$ cat src/rtl/ide_cycle_sequencer.sv
// ide_cycle_sequencer: runs 68000 cycles that hit the card window onto the IDE drive or autoboot ROM.
// Latency: CS after start edge; strobe SETUP_CYCLES later; dtack STROBE_CYCLES after that (ROM read: ROM_CYCLES).
// Backpressure: the host holds AS_n low until dtack; nothing is released until AS_n is seen high.
//
// Ports:
//   CLK, RESET_n           68000 bus clock, asynchronous active-low reset
//   ADDR[4:0]              host A16..A12; [4] region (0 ROM, 1 IDE), [0] CS1/CS0 select
//   AS_n, UDS_n, LDS_n, RW 68000 bus strobes and direction
//   ide_access             window hit from the Autoconfig decoder
//   IDE_CS0_n, IDE_CS1_n   drive chip selects
//   IDE_IOR_n, IDE_IOW_n   drive read/write strobes
//   IDE_RST_n              drive reset, stretched RST_EXTEND cycles past RESET_n
//   ROM_OE_n               autoboot ROM output enable
//   BUF_OE_n, BUF_DIR      data buffer enable and direction (1 = card drives host bus)
//   dtack, busy            acknowledge to host DTACK driver; sequencer not idle
module ide_cycle_sequencer #(
  parameter int unsigned SETUP_CYCLES  = 1,
  parameter int unsigned STROBE_CYCLES = 2,
  parameter int unsigned HOLD_CYCLES   = 1,
  parameter int unsigned ROM_CYCLES    = 1,
  parameter int unsigned RST_EXTEND    = 8
) (
  input  logic       CLK,
  input  logic       RESET_n,
  input  logic [4:0] ADDR,
  input  logic       AS_n,
  input  logic       UDS_n,
  input  logic       LDS_n,
  input  logic       RW,
  input  logic       ide_access,
  output logic       IDE_CS0_n,
  output logic       IDE_CS1_n,
  output logic       IDE_IOR_n,
  output logic       IDE_IOW_n,
  output logic       IDE_RST_n,
  output logic       ROM_OE_n,
  output logic       BUF_OE_n,
  output logic       BUF_DIR,
  output logic       dtack,
  output logic       busy
);

  // A programmed 0 is treated as 1 so every phase lasts at least one clock.
  localparam logic [3:0] SETUP_LD  = (SETUP_CYCLES  == 0) ? 4'd1 : 4'(SETUP_CYCLES);
  localparam logic [3:0] STROBE_LD = (STROBE_CYCLES == 0) ? 4'd1 : 4'(STROBE_CYCLES);
  localparam logic [3:0] HOLD_LD   = (HOLD_CYCLES   == 0) ? 4'd1 : 4'(HOLD_CYCLES);
  localparam logic [3:0] ROM_LD    = (ROM_CYCLES    == 0) ? 4'd1 : 4'(ROM_CYCLES);
  localparam logic [7:0] RST_LAST  = 8'(RST_EXTEND - 1);

  typedef enum logic [2:0] {IDLE, SETUP, STROBE, ACK, HOLD, ROM} state_t;

  state_t     state, state_nxt;
  logic [3:0] cnt, cnt_nxt;
  logic       lat_cs1;
  logic       lat_rw;
  logic       armed;
  logic [7:0] rst_cnt;
  logic       ide_rst_q;
  logic       take;
  logic       addr_unused;

  // A16 is only needed at the start decision; A15..A13 do not matter.
  assign addr_unused = ^ADDR[3:1];

  always_comb begin
    state_nxt = state;
    cnt_nxt   = cnt;
    take      = 1'b0;
    case (state)
      IDLE: begin
        // armed blocks a second start until AS_n has been seen high after the last one.
        if (ide_access && !AS_n && (!UDS_n || !LDS_n) && ide_rst_q && armed) begin
          take = 1'b1;
          if (ADDR[4]) begin
            state_nxt = SETUP;
            cnt_nxt   = SETUP_LD;
          end else begin
            state_nxt = ROM;
            cnt_nxt   = RW ? ROM_LD : 4'd1;
          end
        end
      end
      SETUP: begin
        if (AS_n) begin
          state_nxt = HOLD;
          cnt_nxt   = HOLD_LD;
        end else if (cnt == 4'd1) begin
          state_nxt = STROBE;
          cnt_nxt   = STROBE_LD;
        end else begin
          cnt_nxt = cnt - 4'd1;
        end
      end
      STROBE: begin
        // Abort wins over expiry so dtack is never shown to a host that has left.
        if (AS_n) begin
          state_nxt = HOLD;
          cnt_nxt   = HOLD_LD;
        end else if (cnt == 4'd1) begin
          state_nxt = ACK;
          cnt_nxt   = 4'd0;
        end else begin
          cnt_nxt = cnt - 4'd1;
        end
      end
      ACK: begin
        if (AS_n) begin
          state_nxt = HOLD;
          cnt_nxt   = HOLD_LD;
        end
      end
      HOLD: begin
        if (cnt == 4'd1) begin
          state_nxt = IDLE;
          cnt_nxt   = 4'd0;
        end else begin
          cnt_nxt = cnt - 4'd1;
        end
      end
      ROM: begin
        // Count parks at 0, which is what raises dtack.
        if (AS_n) begin
          state_nxt = IDLE;
          cnt_nxt   = 4'd0;
        end else if (cnt != 4'd0) begin
          cnt_nxt = cnt - 4'd1;
        end
      end
      default: begin
        state_nxt = IDLE;
        cnt_nxt   = 4'd0;
      end
    endcase
  end

  always_ff @(posedge CLK or negedge RESET_n) begin
    if (!RESET_n) begin
      state     <= IDLE;
      cnt       <= 4'd0;
      lat_cs1   <= 1'b0;
      lat_rw    <= 1'b0;
      armed     <= 1'b1;
      rst_cnt   <= 8'd0;
      ide_rst_q <= 1'b0;
    end else begin
      state <= state_nxt;
      cnt   <= cnt_nxt;
      if (take) begin
        lat_cs1 <= ADDR[0];
        lat_rw  <= RW;
        armed   <= 1'b0;
      end else if (AS_n) begin
        armed <= 1'b1;
      end
      if (!ide_rst_q) begin
        if (rst_cnt == RST_LAST) ide_rst_q <= 1'b1;
        else                     rst_cnt   <= rst_cnt + 8'd1;
      end
    end
  end

  // Outputs decode straight from registered state so an async reset clears them at once.
  logic cs_on, stb_on, rom_rd;
  assign cs_on  = (state == SETUP) || (state == STROBE) || (state == ACK) || (state == HOLD);
  assign stb_on = (state == STROBE) || (state == ACK);
  assign rom_rd = (state == ROM) && lat_rw;

  assign IDE_CS0_n = !(cs_on && !lat_cs1);
  assign IDE_CS1_n = !(cs_on && lat_cs1);
  assign IDE_IOR_n = !(stb_on && lat_rw);
  assign IDE_IOW_n = !(stb_on && !lat_rw);
  assign IDE_RST_n = ide_rst_q;
  assign ROM_OE_n  = !rom_rd;
  assign BUF_OE_n  = !(cs_on || rom_rd);
  assign BUF_DIR   = cs_on ? lat_rw : rom_rd;
  assign dtack     = (state == ACK) || ((state == ROM) && (cnt == 4'd0));
  assign busy      = (state != IDLE);

endmodule
$ cat config.mk
export PLATFORM = sky130hd
export DESIGN_NAME = ide_cycle_sequencer
export DESIGN_NICKNAME = d
export VERILOG_FILES = /design/src/rtl/ide_cycle_sequencer.sv
export SDC_FILE = /design/constraint.sdc
export NUM_CORES = 1
export LEC_CHECK = 0
export CAP_MARGIN = 10
export CORE_MARGIN = 2
export CORE_UTILIZATION = 41
export CTS_CLUSTER_SIZE = 10
export DETAILED_ROUTE_END_ITERATION = 7
export PLACE_DENSITY_LB_ADDON = 0.15
export SETUP_SLACK_MARGIN = 0.1
export SLEW_MARGIN = 25
export SYNTH_ARGS = -nofsm -noshare
export SYNTH_HDL_FRONTEND = slang
export SYNTH_SLANG_ARGS = --single-unit
$ cat constraint.sdc
create_clock -name CLK -period 3 [get_ports CLK]
set_input_delay 0.6 -clock CLK [delete_from_list [all_inputs] [get_ports CLK]]
set_output_delay 0.6 -clock CLK [all_outputs]
set_load 0.05 [all_outputs]
## After elaboration in Yosys (flattened, before gate mapping)

Index checks and enable logic that the tools add are counted.
Widths: inputs -> output; s select.

| operators by class | value |
|---|---|
| $add $sub $neg | 2 |
| multipliers | 0 |
| div/mod/pow operators | 0 |
| order comparisons | 0 |
| equal/unequal tests | 14 |
| shift-type cells | 0 |
| muxes and demuxes | 26 |
| bitwise logic cells | 2 |
| reductions and logical operators | 36 |

Operator list:

| operator | count |
|---|---|
| $mux 4 | 8 |
| $mux 3 | 9 |
| $pmux 4 s6 | 1 |
| $pmux 3 s6 | 1 |
| $logic_not 1->1 | 11 |
| $logic_and 1x1->1 | 10 |
| $ne 3x3->1 const B | 3 |
| $add 8x1->8 const B | 1 |
| $eq 8x3->1 const B | 1 |
| $ne 2x2->1 const B | 4 |
| $logic_or 1x1->1 | 7 |
| $mux 1 | 7 |
| $eq 3x2->1 const B | 2 |
| $eq 3x3->1 const B | 2 |
| $reduce_and 6->1 | 1 |
| $eq 4x1->1 const B | 1 |
| $logic_not 4->1 | 1 |
| $reduce_bool 4->1 | 1 |
| $sub 4x1->4 const B | 1 |
| $eq 3x1->1 const B | 1 |
| $logic_not 3->1 | 1 |
| $reduce_and 3->1 | 1 |
| $reduce_bool 3->1 | 1 |
| $not 1->1 | 2 |
| 2 further kinds | 2 |

| storage, ports and cells | value |
|---|---|
| register bits | 19 |
| bits in latches | 0 |
| bits in writable memories | 0 |
| ROM bits | 0 |
| output and inout port bits | 10 |
| memories | 0 |

## Longest topological paths before layout

Gate-level depths: netlist of the first run.

| depth | value |
|---|---|
| depth after elaboration | 8 |
| gate-level depth with buffers | 7 |

## Worst setup path after synthesis of the first run

No wires, ideal clock.

| timing path | value |
|---|---|
| path kind | reg2out |
| start point | register state[0] |
| end point | output BUF_DIR |
| arrival | 1.608 ns |
| slack | 0.792 ns |
| stages on the path, launching flop included | 4 |
| path buffers | 1 |
| cells stage by stage | dfrtp_1 -> or3_1 -> clkbuf_1 -> and3_1 |

| between the ends | value |
|---|---|
| cells in the longest elaborated chain, start to end | 5 |
| elaborated cells on any way between the ends | 10 |
| those cells by class | eq/ne: 5; mux: 1; reduce/logical: 4 |

RTL lines:

| what | RTL line | text |
|---|---|---|
| from (decl) | 52 | `state_t state, state_nxt;` |
| from (signal assigned) | 146 | `state <= state_nxt;` |
| $eq 3x1->1 / $eq 3x2->1 (equally long branches) | 164 | `assign cs_on = (state == SETUP) \|\| (state == STROBE) \|\| (state == ACK) \|\| (state == HOLD);` |
| $logic_or 1x1->1 (3 in series) | 164 |  |
| $mux 1 * | 175 | `assign BUF_DIR = cs_on ? lat_rw : rom_rd;` |
| to (decl) | 38 | `output logic BUF_DIR,` |

Mark *: on every way between the ends. The rest lies on a longest branch, timed or not.

## Worst setup path after layout of the first run

| timing path | value |
|---|---|
| start point | register state[0] |
| end point | output IDE_CS0_n |

| between the ends | value |
|---|---|
| cells in the longest elaborated chain, start to end | 6 |
| elaborated cells on any way between the ends | 9 |
| those cells by class | eq/ne: 4; reduce/logical: 5 |

RTL lines:

| what | RTL line | text |
|---|---|---|
| $eq 3x1->1 / $eq 3x2->1 (equally long branches) | 164 |  |
| $logic_or 1x1->1 (2 in series) | 164 |  |
| $logic_or 1x1->1 * | 164 |  |
| $logic_and 1x1->1 * | 168 | `assign IDE_CS0_n = !(cs_on && !lat_cs1);` |
| $logic_not 1->1 * | 168 |  |
| to (decl) | 31 | `output logic IDE_CS0_n,` |

Marked as above.

==> impl_results.md, run 1 <==
* Status: finished clean
* Async S/R FF share, synth at 100%
* Post-synth EDFFs at 0
* Final setup vio count at 0
* Crit start category: flop
* # fillers at 249
* Synthesized area at 0.00116 sq mm
* Longest Clk Path Bufs at 2
* Final nets at 156
* RD Place Congestion at 0.817
* P&R area growth vs syn at 22.0%
* Worst-path maximum fanout at 11
* #FFs+latches synth at 19
* Mapped Nets at 135
* Worst-path cell chain: buf_4, nor2_1, xnor2_1, nand2b_1, clkdlybuf4s50_1
* Internal power at 0.000624 W
* PwrDens at 820 mW/mm^2
* Final hold slack at 0.488 ns
* Worst R2R Start: cnt[1]
* Max Slew Vio Count at 0
* Synth area leaders: dfrtp_1 39%, xnor2_1 4.5%, ha_1 3.2%
* Least-Margin Pin Slew at 0.875 ns
* R2R setup slack at 1.12 ns
* Largest net degree at the start of global routing at 20
* Period utilization at around nine tenths
* Hold path start: rst_cnt[7]
* CP Capture Type: output pin
* Fmax achieved at 370 MHz
* TritonCTS Buffers at 3
* IO buf count at 18
* Via count at approximately 950
* Final hold vios at 0
* Post-cts sizing count at 0
* Syn Area/Cell at 9.71 sq um
* Crit path arrival time at 2.10 ns
* Setup_tns at 0 ns
* Synthesized instance count at 120
* Leakage at 0.603 nW
* Worst EP required at 2.40 ns
* Initial antenna violation count at 0
* Worst setup startpoint: state[0]
* Yosys cell types at 46
* CTS tree: yes
* Post-DP HPWL at 1660 microns
* Root Buffer: clkbuf_4
* Die width at roughly 57 microns
* 1st-iter DRT viols at 24
* Grt ovf at 0
* Drt total wl at 2250 microns
* Comb power frac at 57.6%
* Residual DRC at 0
* Std-Cell Rows at 19
* First-pass GRT wire length at between 3000 and 4000 microns
* Sequential share of power at a little under a third
* Max rail drop VDD at 731 uV
* Total net switching power at 0.000542 W
* Initial Utilization at between 40% and 50%
* Critical path buffer and inverter count at 2
* Worst setup path class: flop to output pin
* H-tree levels at 1
* Number of global-route vias before repair at 875
* Post-CTS Setup Bufs at 0
* Synthesis Warnings at 0
* CTS Hold Buffers Added at 0
* Die ar. at between 0.003 and 0.004 sq mm
* Final Instance Count excl. Fillers at 171
* Core area at 0.00273 sq mm
* Clock group share of total power at 11.6%
* Sequential area share after synthesis at 40.9%
* Die height at 57.3 microns
* Synth top area share at 38.7%
* Avg WL per Cell at 13.1 microns
* Delay-heaviest family, CP: buffers and inverters
* 1st-pass router iterations at 4
* Vias/cell at roughly 5.5
* CP max stage cell: clkdlybuf4s50_1
* Placed cells at approximately 170
* Final min period at 2.70 ns
* Ant. Diodes at 0
* Hold crit path type: flop to flop
* Clk sinks at 19
* Switch share at 46.5%
* CTS clock-pin slew for the worst setup and hold paths at 0.12 ns
* RSZ-0062 raised after global routing: false
* Share of layout cells above drive strength 1 at 14.3%
* Final Skew at 0.0102 ns
* Final antenna-violating net count at 0
* All-layer global routing usage at 15.4%
* I/O pin count at 22
* Slowest Stage Delay on Critical Path at 0.79 ns
* Post-synth top area cell: dfrtp_1
* Relative max-transition margin at 41.5%
* Ys flop type: dfrtp_1
* Worst-Skew Late Latency at 0.30 ns
* Max_cap viols at 0
flip-flops by register name (all words and copies together) (netlist names):
name       flops
armed          1
cnt            4
rst_cnt        8
IDE_RST_n      1
lat_cs1        1
lat_rw         1
state          3
through the flow:
| stage | setup slack (ns) | util, % | cell area (sq um) | total power (W) |
|---|---|---|---|---|
| 6_report | 0.300 | 52.0 | 1420 | 0.00117 |
| 5_1_grt | 0.182 | 52.0 | 1420 | 0.00126 |
| 4_1_cts | 0.168 | 51.7 | 1410 | 0.00118 |
| 3_5_place_dp | 0.512 | 50.7 | 1390 | 0.00104 |
| 3_3_place_gp | 0.505 | 50.7 | 1390 | 0.00103 |
| 2_1_floorplan | 0.792 | - | 1160 | 0.000857 |
layout make-up:
class	instances	area (sq um)	share of cell area (%)
clock buffers	3	22.5	1.58
clock inverters	1	5.00	0.352
inverters	6	22.5	1.58
multi-input cells	90	646	45.4
flip-flops and latches	19	477	33.5
well taps	31	38.8	2.73
repair buffers	21	210	14.8
kinds of logic after synthesis:
group | share of synthesized area (%)
and+or+nand+nor | 25.9
adders and majority gates | 3.22
DFF | 40.9
muxes | 3.22
xor gates and xnor gates | 5.26
buffers and inverters | 3.65
AOI/OAI and AO/OA | 17.8
path summary, 6_finish.rpt:
kind	end	depth (start not counted)
setup reg to reg	cnt[3]	7
hold reg to reg	rst_cnt[7]	1
max in group asynchronous	lat_cs1	1
setup / recovery	IDE_CS0_n	5
hold / removal	rst_cnt[7]	1
min in group asynchronous	cnt[3]	1
cell usage in the layout, fill, tap and decap left out, drive strengths merged, types with 2 or more instances in the layout:
cell type and count:
a211oi 2, a21oi 7, a31oi 4, and3 2, buf 3, clkbuf 3
clkdlybuf4s50 15, dfrtp 18, dlymetal6s2s 3, ha 3, inv 6, mux2 3
nand2 5, nand2b 7, nand3 4, nand4 3, nor2 9, nor2b 4
nor3 5, nor3b 2, o21a 2, o21ai 5, or3 2, or4 2
xnor2 6
cells in the mapped netlist (all sizes together), types with 3 or more instances:
cell type and count:
o21ai 5, mux2 3, ha 3, a31oi 4, clkbuf 4, nor3 5
nand2b 7, a21oi 7, nand3 4, nor2b 4, inv 6, dfrtp 18
nand2 5, xnor2 6, nor2 9, nand4 3
power by group through the flow:
stage          clock network [W]  logic [W]  registers (W)
2_1_floorplan                  0   0.000509       0.000348
3_3_place_gp                   0   0.000671       0.000363
3_5_place_dp                   0   0.000676       0.000365
4_1_cts                 0.000140   0.000678       0.000360
5_1_grt                 0.000154   0.000736       0.000370
6_report                0.000135   0.000671       0.000360
layer usage:
metal / vias to the layer above / global-route usage [%] / share of wire (%)
li1: 471 / - / -
met1: 457 / 22.7 / 50
met2: 18 / 22.0 / 44
met3: 2 / 2.72 / 4.8
met4: 0 / 6.98 / 0.98
met5: - / 0 / 0
Power figures use the tool's default switching activity.
==> inputs of run 2 (changes only) <==
--- a/config.mk
+++ b/config.mk
@@ -10,7 +10,7 @@
 export CORE_UTILIZATION = 41
 export CTS_CLUSTER_SIZE = 10
 export DETAILED_ROUTE_END_ITERATION = 7
-export PLACE_DENSITY_LB_ADDON = 0.15
+export PLACE_DENSITY = 0.76
 export SETUP_SLACK_MARGIN = 0.1
 export SLEW_MARGIN = 25
 export SYNTH_ARGS = -nofsm -noshare
==> run 2 against run 1 <==
Net effect:
- largest cell class unchanged
- clock power decreased by 4%
- sequential power increased by 4%
- utilization is 0.55 points lower
==> impl_results.md, run 2 (synthesized netlist as in run 1, its figures left out) <==
* Residual DRC at 0 (unchanged)
* Std-Cell Rows at 19 (unchanged)
* Max_cap viols at 0 (unchanged)
* RD Place Congestion at 0.815 (-0.26%)
* Final nets at 154 (-1.3%)
* Switch share at 47.0% (+0.54 points)
* Delay-heaviest family, CP: buffers and inverters
* # fillers at 251 (+0.80%)
* Fmax achieved at 362 MHz (-2.1%)
* Vias/cell at 5.70 (+2.9%)
* Final min period at 2.76 ns (+0.0592 ns)
* Setup_tns at 0 ns (unchanged)
* Sequential share of power at 32.0% (+1.2 points)
* Post-DP HPWL at 1790 microns (+8.1%)
* 1st-pass router iterations at 4 (unchanged)
* Leakage at 0.593 nW (-1.7%)
* Relative max-transition margin at 41.9% (+0.47 points)
* Share of layout cells above drive strength 1 at 13.0% (-1.2 points)
* WP depth at 4 (-1)
* Core area at 0.00273 sq mm (unchanged)
* Max rail drop VDD at 691 uV (-5.5%)
* Final antenna-violating net count at 0 (unchanged)
* Most frequent cells in the layout: 18 x dfrtp_1, 15 x clkdlybuf4s50_1, 8 x nor2_1
* Status: finished clean
* H-tree levels at 1 (unchanged)
* Biggest regs: rst_cnt (8), cnt (4), state (3)
* Initial antenna violation count at 0 (unchanged)
* Least-Margin Pin Slew at 0.868 ns (-0.00702 ns)
* Largest net degree at the start of global routing at 20 (unchanged)
* Final Skew at 0.00170 ns (-0.00845 ns)
* Final hold vios at 0 (unchanged)
* CTS tree: yes
* R2R setup slack at 1.18 ns (+0.06 ns)
* CTS clock-pin slew for the worst setup and hold paths at 0.11 ns (about the same)
* Total net switching power at 0.000547 W (+1.1%)
* Max Slew Vio Count at 0 (unchanged)
* Drt total wl at 2360 microns (+5.3%)
* P&R area growth vs syn at 20.7%
* Grt ovf at 0 (unchanged)
* Worst-path maximum fanout at 15 (+4)
* I/O pin count at 22 (unchanged)
* Comb power frac at 56.8% (-0.8 points)
* Clk sinks at 19 (unchanged)
* Crit start category: flop
* Hold Path Depth at 1 (unchanged)
* Root Buffer: clkbuf_4
* Die height at 57.3 microns (unchanged)
* Worst EP required at 2.40 ns (about the same)
* First-pass GRT wire length at 4210 microns (+8.0%)
* CTS Hold Buffers Added at 0 (unchanged)
* IO buf count at 18 (unchanged)
* Internal power at 0.000617 W (-1.1%)
* RSZ-0062 raised after global routing: false
* Top reg by flops: rst_cnt
* Clock group share of total power at 11.1% (-0.5 points)
* Ant. Diodes at 0 (unchanged)
* Initial Utilization at 42.6% (unchanged)
* Number of global-route vias before repair at 985 (+13%)
* Max reg flops at 8 (unchanged)
* Slowest Stage Delay on Critical Path at 0.81 ns (+0.02 ns)
* CP max stage cell: clkdlybuf4s50_1
* PwrDens at 828 mW/mm^2 (+0.98%)
* Die width at 57.3 microns (unchanged)
* Worst-path cell chain: nor2_1, xnor2_1, nand2b_1, clkdlybuf4s50_1
* Worst Reg2Reg Path Length in Cells at 7 (unchanged)
* All-layer global routing usage at 15.9% (+0.48 points)
* Die ar. at 0.00328 sq mm (unchanged)
* Via count at 964 (+1.7%)
* CP Capture Type: output pin
* 1st-iter DRT viols at 19 (-21%)
* Avg WL per Cell at 14.0 microns (+6.5%)
* Most common cell after layout, fill and taps aside: dfrtp_1
* Period utilization at 92.0% (+2.0 points)
* Worst-Skew Late Latency at 0.29 ns (about the same)
* Final core occ at 51.4% (-0.55 points)
* Critical path buffer and inverter count at 1 (-1)
* Worst setup path class: flop to output pin
* Hold crit path type: flop to flop
* TritonCTS Buffers at 3 (unchanged)
* Longest Clk Path Bufs at 2 (unchanged)
* Final setup vio count at 0 (unchanged)
* Crit path arrival time at 2.16 ns (+0.06 ns)
-- run 2: through the flow --
step	power (W)	setup slack, ns	cell area, sq um	instances	hold slack (ns)
after floorplan	0.000857	0.792	1160	120	0.304
after global placement	0.00102	0.502	1370	165	0.466
after detailed placement	0.00104	0.463	1370	165	0.471
after CTS	0.00117	0.112	1400	169	0.494
after global routing	0.00125	0.108	1410	169	0.528
final	0.00116	0.240	1410	169	0.488
-- run 2: path summary, 6_finish.rpt --
check / from / endpoint
min in group asynchronous: RESET_n / cnt[2]
setup / recovery: state[0] / IDE_CS0_n
hold / removal: rst_cnt[7] / rst_cnt[7]
setup reg to reg: cnt[1] / cnt[3]
hold reg to reg: rst_cnt[7] / rst_cnt[7]
max in group asynchronous: RESET_n / lat_cs1
-- run 2: metal layers --
metal / wire [microns] / GRT usage (%) / vias to the layer above
met5: 0 / 0 / -
met4: 0 / 4.32 / 0
met3: 101 / 2.72 / 0
met2: 1300 / 29.4 / 21
met1: 963 / 18.8 / 476
li1: - / - / 467
-- run 2: power by group through the flow --
stage	registers [W]	clock network [W]	logic [W]
after detailed placement	0.000378	0	0.000663
after global placement	0.000373	0	0.000643
after global routing	0.000382	0.000146	0.000717
final	0.000373	0.000130	0.000662
after floorplan	0.000348	0	0.000509
after CTS	0.000372	0.000137	0.000665
-- run 2: repair_timing --
item	4_1_cts	5_1_grt
setup buffers	0	0
endpoints found under the setup margin	0	3
gates resized for setup	0	3
-- run 2: final cells by class --
class	count	area, sq um	share of cell area, %
Multi-Input combinational cell	90	646	45.9
Tap cell	31	38.8	2.76
Inverter	6	22.5	1.60
Clock inverter	1	5.00	0.356
Clock buffer	3	22.5	1.60
Timing Repair Buffer	19	195	13.9
Sequential cell	19	477	33.9
